--- config.mk ---
export PLATFORM = sky130hd
export DESIGN_NAME = inv_shift_rows_dr_stage
export DESIGN_NICKNAME = d
export VERILOG_FILES = /design/src/rtl/aes_dr_pkg.sv /design/src/rtl/inv_shift_rows_dr_perm.sv /design/src/rtl/inv_shift_rows_dr_stage.sv
export SDC_FILE = /design/constraint.sdc
export NUM_CORES = 1
export LEC_CHECK = 0
export ABC_AREA = 1
export BUFFER_PORTS_ARGS = -buffer_cell sky130_fd_sc_hd__buf_2
export CAP_MARGIN = 10
export CORE_AREA = 2 2 203 205
export DETAILED_ROUTE_END_ITERATION = 12
export DIE_AREA = 0 0 205 207
export GPL_TIMING_DRIVEN = 0
export PLACE_DENSITY = 0.6
export SETUP_SLACK_MARGIN = 0.1
export SLEW_MARGIN = 20
export SYNTH_ARGS = -nofsm -noshare
export SYNTH_HDL_FRONTEND = slang
export SYNTH_HIERARCHICAL = 1
export SYNTH_SLANG_ARGS = --single-unit
--- constraint.sdc ---
create_clock -name clk -period 3.7 [get_ports clk]
set_input_delay 0.185 -clock clk [delete_from_list [all_inputs] [get_ports clk]]
set_output_delay 0.185 -clock clk [all_outputs]
set_load 0.02 [all_outputs]
--- src/rtl/aes_dr_pkg.sv ---
// ---------------------------------------------------------------------------
// aes_dr_pkg
// Shared definitions for the dual-rail (T/F) AES decryption datapath.
//   N / BYTE / WORD : state, byte and column-word widths
//   INV_SR_SRC      : InvShiftRows source byte index for each output byte
//                     (byte k = bits [8k+7:8k])
//   inv_sr_state_e  : stage FSM states
//   dr_rail_err     : flags any bit position whose rails are not complementary
// ---------------------------------------------------------------------------
package aes_dr_pkg;

  localparam int N    = 128;
  localparam int BYTE = 8;
  localparam int WORD = 32;

  // Output byte k takes input byte INV_SR_SRC[k].
  localparam int INV_SR_SRC [16] = '{12, 9, 6, 3, 0, 13, 10, 7, 4, 1, 14, 11, 8, 5, 2, 15};

  typedef enum logic [1:0] {
    SPACER = 2'd0,
    IDLE   = 2'd1,
    HOLD   = 2'd2
  } inv_sr_state_e;

  // A valid dual-rail bit is 01 or 10; 00 or 11 on any position is an error.
  function automatic logic dr_rail_err(input logic [N-1:0] t, input logic [N-1:0] f);
    return |(~(t ^ f));
  endfunction

endpackage

--- src/rtl/inv_shift_rows_dr_perm.sv ---
// ---------------------------------------------------------------------------
// inv_shift_rows_dr_perm
// Combinational single-rail InvShiftRows byte permutation.
//   i_data [N-1:0] : one rail of the input state
//   o_data [N-1:0] : same rail, bytes rearranged by INV_SR_SRC
// ---------------------------------------------------------------------------
module inv_shift_rows_dr_perm
  import aes_dr_pkg::*;
(
  input  logic [N-1:0] i_data,
  output logic [N-1:0] o_data
);

  for (genvar k = 0; k < 16; k++) begin : g_byte
    assign o_data[k*BYTE +: BYTE] = i_data[INV_SR_SRC[k]*BYTE +: BYTE];
  end

endmodule

--- src/rtl/inv_shift_rows_dr_stage.sv ---
// ---------------------------------------------------------------------------
// inv_shift_rows_dr_stage
// Registered dual-rail AES InvShiftRows stage with valid/ready handshake.
// After every token leaves (or is dropped) the output rails sit at all-zero
// spacer for SPACER_CYC cycles so each token causes the same rail switching.
//   clk, rst_n             : clock, asynchronous active-low reset
//   in_valid / in_ready    : upstream handshake (in_ready registered)
//   Text_In_T / Text_In_F  : input true / false rails
//   out_valid / out_ready  : downstream handshake
//   Out_Text_T / Out_Text_F: registered inverse-shifted rails
//   fault                  : sticky rail-integrity alarm
// Optional feature macro: INV_SR_FAULT_DETECT_EN
//   defined   -> non-complementary rails at accept set fault, token dropped
//   undefined -> no check, fault stays 0, every token forwarded
// ---------------------------------------------------------------------------
module inv_shift_rows_dr_stage
  import aes_dr_pkg::*;
#(
  parameter int SPACER_CYC = 1
) (
  input  logic         clk,
  input  logic         rst_n,
  input  logic         in_valid,
  output logic         in_ready,
  input  logic [N-1:0] Text_In_T,
  input  logic [N-1:0] Text_In_F,
  output logic         out_valid,
  input  logic         out_ready,
  output logic [N-1:0] Out_Text_T,
  output logic [N-1:0] Out_Text_F,
  output logic         fault
);

  localparam logic [3:0] CNT_RELOAD = 4'(SPACER_CYC - 1);

  inv_sr_state_e r_state, w_state_nxt;
  logic [3:0]    r_cnt, w_cnt_nxt;
  logic          r_in_ready, w_in_ready_nxt;
  logic          r_out_valid, w_out_valid_nxt;
  logic [N-1:0]  r_out_t, w_out_t_nxt;
  logic [N-1:0]  r_out_f, w_out_f_nxt;
  logic          r_fault, w_fault_nxt;
  logic [N-1:0]  w_perm_t, w_perm_f;
  logic          w_rail_err;

  inv_shift_rows_dr_perm u_perm_t (.i_data(Text_In_T), .o_data(w_perm_t));
  inv_shift_rows_dr_perm u_perm_f (.i_data(Text_In_F), .o_data(w_perm_f));

`ifdef INV_SR_FAULT_DETECT_EN
  assign w_rail_err = dr_rail_err(Text_In_T, Text_In_F);
`else
  assign w_rail_err = 1'b0;
`endif

  // Next-state, spacer counter and next output register values.
  always_comb begin
    w_state_nxt     = r_state;
    w_cnt_nxt       = r_cnt;
    w_out_valid_nxt = r_out_valid;
    w_out_t_nxt     = r_out_t;
    w_out_f_nxt     = r_out_f;
    w_fault_nxt     = r_fault;
    case (r_state)
      SPACER: begin
        w_out_valid_nxt = 1'b0;
        w_out_t_nxt     = '0;
        w_out_f_nxt     = '0;
        if (r_cnt == 4'd0) begin
          w_state_nxt = IDLE;
        end else begin
          w_cnt_nxt = r_cnt - 4'd1;
        end
      end
      IDLE: begin
        if (in_valid) begin
          if (w_rail_err) begin
            // Faulty token never reaches the output register.
            w_fault_nxt = 1'b1;
            w_state_nxt = SPACER;
            w_cnt_nxt   = CNT_RELOAD;
          end else begin
            w_out_t_nxt     = w_perm_t;
            w_out_f_nxt     = w_perm_f;
            w_out_valid_nxt = 1'b1;
            w_state_nxt     = HOLD;
          end
        end else begin
          w_state_nxt = IDLE;
        end
      end
      HOLD: begin
        if (out_ready) begin
          w_out_valid_nxt = 1'b0;
          w_out_t_nxt     = '0;
          w_out_f_nxt     = '0;
          w_state_nxt     = SPACER;
          w_cnt_nxt       = CNT_RELOAD;
        end else begin
          w_state_nxt = HOLD;
        end
      end
      default: begin
        w_out_valid_nxt = 1'b0;
        w_out_t_nxt     = '0;
        w_out_f_nxt     = '0;
        w_state_nxt     = SPACER;
        w_cnt_nxt       = CNT_RELOAD;
      end
    endcase
    // in_ready is the registered image of the state being IDLE.
    w_in_ready_nxt = (w_state_nxt == IDLE);
  end

  // State, counter and output registers.
  always_ff @(posedge clk or negedge rst_n) begin
    if (!rst_n) begin
      r_state     <= SPACER;
      r_cnt       <= CNT_RELOAD;
      r_in_ready  <= 1'b0;
      r_out_valid <= 1'b0;
      r_out_t     <= '0;
      r_out_f     <= '0;
      r_fault     <= 1'b0;
    end else begin
      r_state     <= w_state_nxt;
      r_cnt       <= w_cnt_nxt;
      r_in_ready  <= w_in_ready_nxt;
      r_out_valid <= w_out_valid_nxt;
      r_out_t     <= w_out_t_nxt;
      r_out_f     <= w_out_f_nxt;
      r_fault     <= w_fault_nxt;
    end
  end

  assign in_ready   = r_in_ready;
  assign out_valid  = r_out_valid;
  assign Out_Text_T = r_out_t;
  assign Out_Text_F = r_out_f;
  assign fault      = r_fault;

endmodule

# Yosys cells after proc, flatten, opt, wreduce, memory -nomap -nowiden

Index checks and enable logic that the tools add are counted.

Bits in registers: 264
Latch bits: 0
Bits in writable memories: 0
Memory bits (read-only): 0
Input bits: 260
Output and inout bits: 259
Logic and storage cells: 33
Memories: 0

Add/sub/neg operators: 1
Multipliers: 0
Divide/modulo/power cells: 0
Order comparisons: 0
Eq/ne operators: 6
Shifts and indexed selects: 0
Multiplexer cells: 15
Bitwise gates (word level): 1
Reduce and logical (&&, ||, !) cells: 4

Operator list:

| cell                  | number |
|---|---|
| $pmux W128 S2         | 2 |
| $mux W128             | 3 |
| $pmux W4 S3           | 1 |
| $mux W4               | 2 |
| $mux W2               | 3 |
| $ne A2 B2 Y1 const B  | 3 |
| $pmux W2 S3           | 1 |
| $eq A2 B1 Y1 const B  | 2 |
| $logic_not A4 Y1      | 1 |
| $sub A4 B1 Y4 const B | 1 |
| $reduce_and A3 Y1     | 1 |
| $eq A2 B2 Y1 const B  | 1 |
| $logic_not A2 Y1      | 1 |
| $mux W1               | 2 |
| $pmux W1 S2           | 1 |
| $reduce_and A2 Y1     | 1 |
| $not A1 Y1            | 1 |

# Depth between registers and ports, before layout

Depth in word-level cells: 4
Mapped depth: 7
Mapped depth without buffers: 7

# By module

The synthesis kept the hierarchy.

Modules (own cells, without submodules):

| module                  | instances | cells each | area an instance (um^2) | seq. area each (um^2) |
|---|---|---|---|---|
| inv_shift_rows_dr_stage | 1         | 1132       | 10293.6                 | 6606.3 |
| inv_shift_rows_dr_perm  | 2         | 128        | 960.9                   | 0.0 |

# Worst setup path before layout

Ideal clock, no wire load.

Kind: register to register
From: reg r_state[1]
To: reg r_out_t[101] (netlist: Out_Text_T[101])
Setup time: 0.083 ns
Arrival: 1.153 ns
Data required time: 3.617 ns
Setup slack: 2.465 ns
Stages on the path, launching flop included: 8
Buffers on the path: 2
Period minus slack after synthesis: 1.235 ns
Cells stage by stage: dfrtp_1 -> inv_1 -> nand2_1 -> o21ai_2 -> buf_2 -> buf_2 -> nand2_1 -> o21ai_0

Longest elaborated chain between the ends: 3
Elaborated cells between the ends (all ways): 6
Classes of those cells: eq/ne: 4; mux: 1; reduce/logical: 1

RTL lines:

| what                                                | line                           | RTL |
|---|---|---|
| from (decl)                                         | inv_shift_rows_dr_stage.sv:36  | `inv_sr_state_e r_state, w_state_nxt;` |
| from (signal assigned)                              | inv_shift_rows_dr_stage.sv:125 | `r_state <= w_state_nxt;` |
| $eq A2 B1 Y1 / $eq A2 B2 Y1 (equally long branches) | inv_shift_rows_dr_stage.sv:63  | `case (r_state)` |
| $ne A2 B2 Y1 (no source line)                       | --                             |  |
| $reduce_and A2 Y1 (no source line)                  | --                             |  |
| to (signal assigned)                                | inv_shift_rows_dr_stage.sv:129 | `r_out_t <= w_out_t_nxt;` |
| to (decl)                                           | inv_shift_rows_dr_stage.sv:40  | `logic [N-1:0] r_out_t, w_out_t_nxt;` |

Parallel ways exist; a longest one is shown, timed or not.
A chain may end at the register's enable or synchronous reset.

# Final worst setup path

From: reg r_state[0]
To: reg r_out_f[82] (netlist: Out_Text_F[82])

Longest elaborated chain between the ends: 3
Elaborated cells between the ends (all ways): 6
Classes of those cells: eq/ne: 4; mux: 1; reduce/logical: 1

RTL lines:

| what                                                | line                           | RTL |
|---|---|---|
| $eq A2 B1 Y1 / $eq A2 B2 Y1 (equally long branches) | inv_shift_rows_dr_stage.sv:63  |  |
| $ne A2 B2 Y1 (no source line)                       | --                             |  |
| $reduce_and A2 Y1 (no source line)                  | --                             |  |
| to (signal assigned)                                | inv_shift_rows_dr_stage.sv:130 | `r_out_f <= w_out_f_nxt;` |
| to (decl)                                           | inv_shift_rows_dr_stage.sv:41  | `logic [N-1:0] r_out_f, w_out_f_nxt;` |

Parallel ways exist; a longest one is shown, timed or not.

==> reports/summary.md <==
The fraction of registers with async set/reset was 1.00; the number of storage elements in the synthesis netlist was 264. The worst register-to-register path begins at r_state[0]$_DFF_PN0_. The die covers 42400 µm².

TritonCTS built the clock tree. Entering global routing, the biggest net connects 96 pins. CTS placed an instance of sky130_fd_sc_hd__clkbuf_16 at the clock tree root. The dominant cell by count in the synthesized netlist was sky130_fd_sc_hd__nand2_1. Start point of the critical path: r_state[0]$_DFF_PN0_. The leakage dissipation is 10.0 nW, and the final hold violation count is 0. The worst setup path is of the register to register kind. The run gives 2202 as the total number of nets in the final design. The top-area cell type share of the netlist area was 0.541.

The floorplan has 74 rows. The largest individual stage delay along the critical path comes from the cell sky130_fd_sc_hd__clkbuf_1. The total overflow left after global routing is 0. DRC violations left: 0. The largest total area in the synthesized netlist belongs to sky130_fd_sc_hd__dfrtp_1. Proportion of synthesized chip area in sequential cells: 0.541. During placement, the flow inserted port buffers numbering 261. Detailed-router iteration count before antenna repair: 5. VDD sags by at most 0.349 mV. Setup violations remaining at the end of the flow were counted as 0.

The synthesized netlist occupies a cell area of 12200 µm². Path type of the worst min-delay path: primary input to asynchronous set/reset pin. The endpoint identified for the worst register-to-register timing path is Out_Text_F[82]$_DFFE_PN0P_. In this design, the stage delay of the slowest critical-path cell is 0.51 ns. The run finished with clean final reports. The wire length of the first global-routing pass was 58.8 mm. Clock tree synthesis inserted a total of 28 buffers. The run gives 0 as the number of slew-limit violations in the final report.

The overall die width was 205 µm. Slack of the critical path: 1.68 ns. The run gives 2.41 ns as the endpoint arrival time on the critical path.

The pre-CTS setup slack is 1.67 ns, and the worst-case clock skew is 0.0147 ns. Walking the worst path, the cells encountered are nand3_1 > buf_2 > clkbuf_1 > o21ai_0. The logic depth of the worst register-to-register path is 4. The depth of the CTS H-tree came out at 1. The period utilization was 0.547. The highest clock rate was 494 MHz. For the number of violations reported at the end of detailed-routing iteration 0, the log shows 523. The number of synthesized flops with an enable pin came out at 0.

Data on the critical path is required at its endpoint by 4.08 ns. Counting every sink on the clock net gives 264. Setup repair after global routing left no endpoint under its margin. The core region area came out at 40400 µm².

The worst setup path is launched from a register. The tightest hold path in the finished design has a slack of 0.275 ns. The post-cts sizing count came out at 0. The capture point of the worst path was Out_Text_F[82]$_DFFE_PN0P_. The initial core utilization is 0.303. For the remaining antenna violation count after routing, the log shows 0.

Each instance of the synthesized netlist takes up on average 8.80 µm². For the worst-case register-to-register setup slack, the log shows 1.68 ns. The logs give 0.524 for the headroom to the max-slew limit and 10.5k for the overall via count from detail_route. Clock latency on the worst-skew pair, taken at its later pin, is 0.55 ns. Compared with the post-synthesis result, the final layout area differs by 45.2%. The HPWL after detailed placement is 26.8 mm. The run gives 2 as the initial antenna violation count. 519 I/O pins were placed. Yosys attributes the largest share of cell area to sky130_fd_sc_hd__dfrtp_1 (54%), sky130_fd_sc_hd__buf_4 (16%), sky130_fd_sc_hd__o21ai_0 (10%), sky130_fd_sc_hd__nand2_1 (8.2%), sky130_fd_sc_hd__inv_1 (8.1%). At the end of routability-driven placement, the weighted congestion stood at 0.854. After detailed routing, the total wire length is 38.1 mm.

Post-CTS timing repair inserted 0 buffers for setup. The tools report the warning count from the yosys run as 6. The commonest cells after synthesis are sky130_fd_sc_hd__nand2_1 (268), sky130_fd_sc_hd__buf_4 (267), sky130_fd_sc_hd__dfrtp_1 (264), sky130_fd_sc_hd__inv_1 (264), sky130_fd_sc_hd__o21ai_0 (256). The max-capacitance violation count is 0, and the power per standard cell area is 505 nW/µm².

The number of vias per cell came out at 4.22. The clock passes through at most 3 buffers. The final routed wire length divided by cell count was 15.3 µm; the clock input transition at the sequential cells of the worst setup and hold paths was 0.06 ns. The actual slew at the worst max-slew pin came out at 0.714 ns. Along the worst path, the maximum fanout reaches 10.

After layout, the minimum clock period comes to 2.02 ns. After technology mapping, the gate count stands at 1388. The die is 207 µm tall. Combined global-route utilization of all metal layers: 0.173. The most frequently used flop master after synthesis was sky130_fd_sc_hd__dfrtp_1.

The number of global-route vias before repair was 11.0k; the post-synth net total was 1650. The run gives 16 as the number of distinct standard cells referenced by the synthesized netlist. The proportion of layout cells with a drive suffix above 1 is 0.302.

The category of the worst setup path capture point was a register.
==> layer usage <==
metal / track usage / up-vias / wire (µm)
li1: - / 5011 / -
met1: 0.194 / 4935 / 14700
met2: 0.305 / 479 / 18800
met3: 0.0403 / 95 / 3020
met4: 0.0839 / 0 / 1690
met5: 0 / - / 0
==> sequential cells by signal, summed over array words and instances, names as in the netlist <==
signal / count
out_valid: 1
Out_Text_F: 128
Out_Text_T: 128
in_ready: 1
r_cnt: 4
r_state: 2
==> cell usage in the layout (no fill, tap or decap), drive strengths merged, types with 2 or more instances in the layout <==
master / netlist / final
inv: 264 / 264
o21ai: 261 / 261
nand2: 268 / 268
nor2: 8 / 8
diode: 0 / 2
dfrtp: 264 / 264
clkbuf: 27 / 73
ha: 2 / 2
nand3: 4 / 4
clkinv: 0 / 2
o22ai: 2 / 2
dlygate4sd3: 0 / 259
buf: 286 / 549
==> worst min-delay path by stage <==
| stage | start | end | slack (ns) | depth (start not counted) |
|---|---|---|---|---|
| floorplan | rst_n | Out_Text_F[0]$_DFFE_PN0P_ | -0.11 | 0 |
| detailed placement | rst_n | Out_Text_F[93]$_DFFE_PN0P_ | 0.26 | 1 |
| CTS | rst_n | Out_Text_F[36]$_DFFE_PN0P_ | 0.27 | 2 |
| global placement | Text_In_T[95] | Out_Text_T[95]$_DFFE_PN0P_ | 0.44 | 3 |
| global route | rst_n | Out_Text_F[93]$_DFFE_PN0P_ | 0.32 | 2 |
| finish | rst_n | Out_Text_F[90]$_DFFE_PN0P_ | 0.27 | 2 |
==> per-stage QoR <==
stage	cell area [µm²]	util	power, mW	std cells	TNS (ns)
finish	17700	0.439	8.97	2493	0
global route	17700	0.439	9.44	2493	0
CTS	17700	0.439	9.04	2491	0
detailed placement	14300	0.353	6.06	2183	0
global placement	14200	0.351	6.01	2181	-648.35
floorplan	12200	-	5.08	1388	0
==> cells by family (layout without fill, tap and decap cells) <==
family	count (synthesis)	count (layout)	share of synthesized area
simple gates	280	280	0.0864
flops	264	264	0.541
buf+inv	577	1148	0.261
other cells	1	3	0.000307
xor+xnor	1	1	0.000717
compound gates	263	263	0.108
fa+ha+maj	2	2	0.00205
==> layout make-up <==
cell class	count	area [µm²]
clock inverter	3	17.5
multi-input combinational	547	2420
sequential	264	6610
fill	3775	22600
inverter	264	991
antenna	2	5.00
tap	532	666
buffer	313	2200
clock buffer	46	870
timing repair buffer	522	3960
==> critical path: cells and delay by family, from the launching register on <==
| kind | cells | cell delay, ns |
|---|---|---|
| and+or+nand+nor | 1 | 0.37 |
| DFF | 1 | 0.41 |
| buffers and inverters | 2 | 0.87 |
| AOI/OAI and AO/OA | 1 | 0.20 |
==> report_power, final <==
part           switching, mW  internal (mW)
logic                   1.72          0.941
registers              0.254           3.33
clock network           1.14           1.59
==> timing repair <==
action,CTS,global route
hold endpoints to repair,349,0
endpoints found under the setup margin,0,0
hold buffers,259,0
Power figures use the tool's default switching activity.
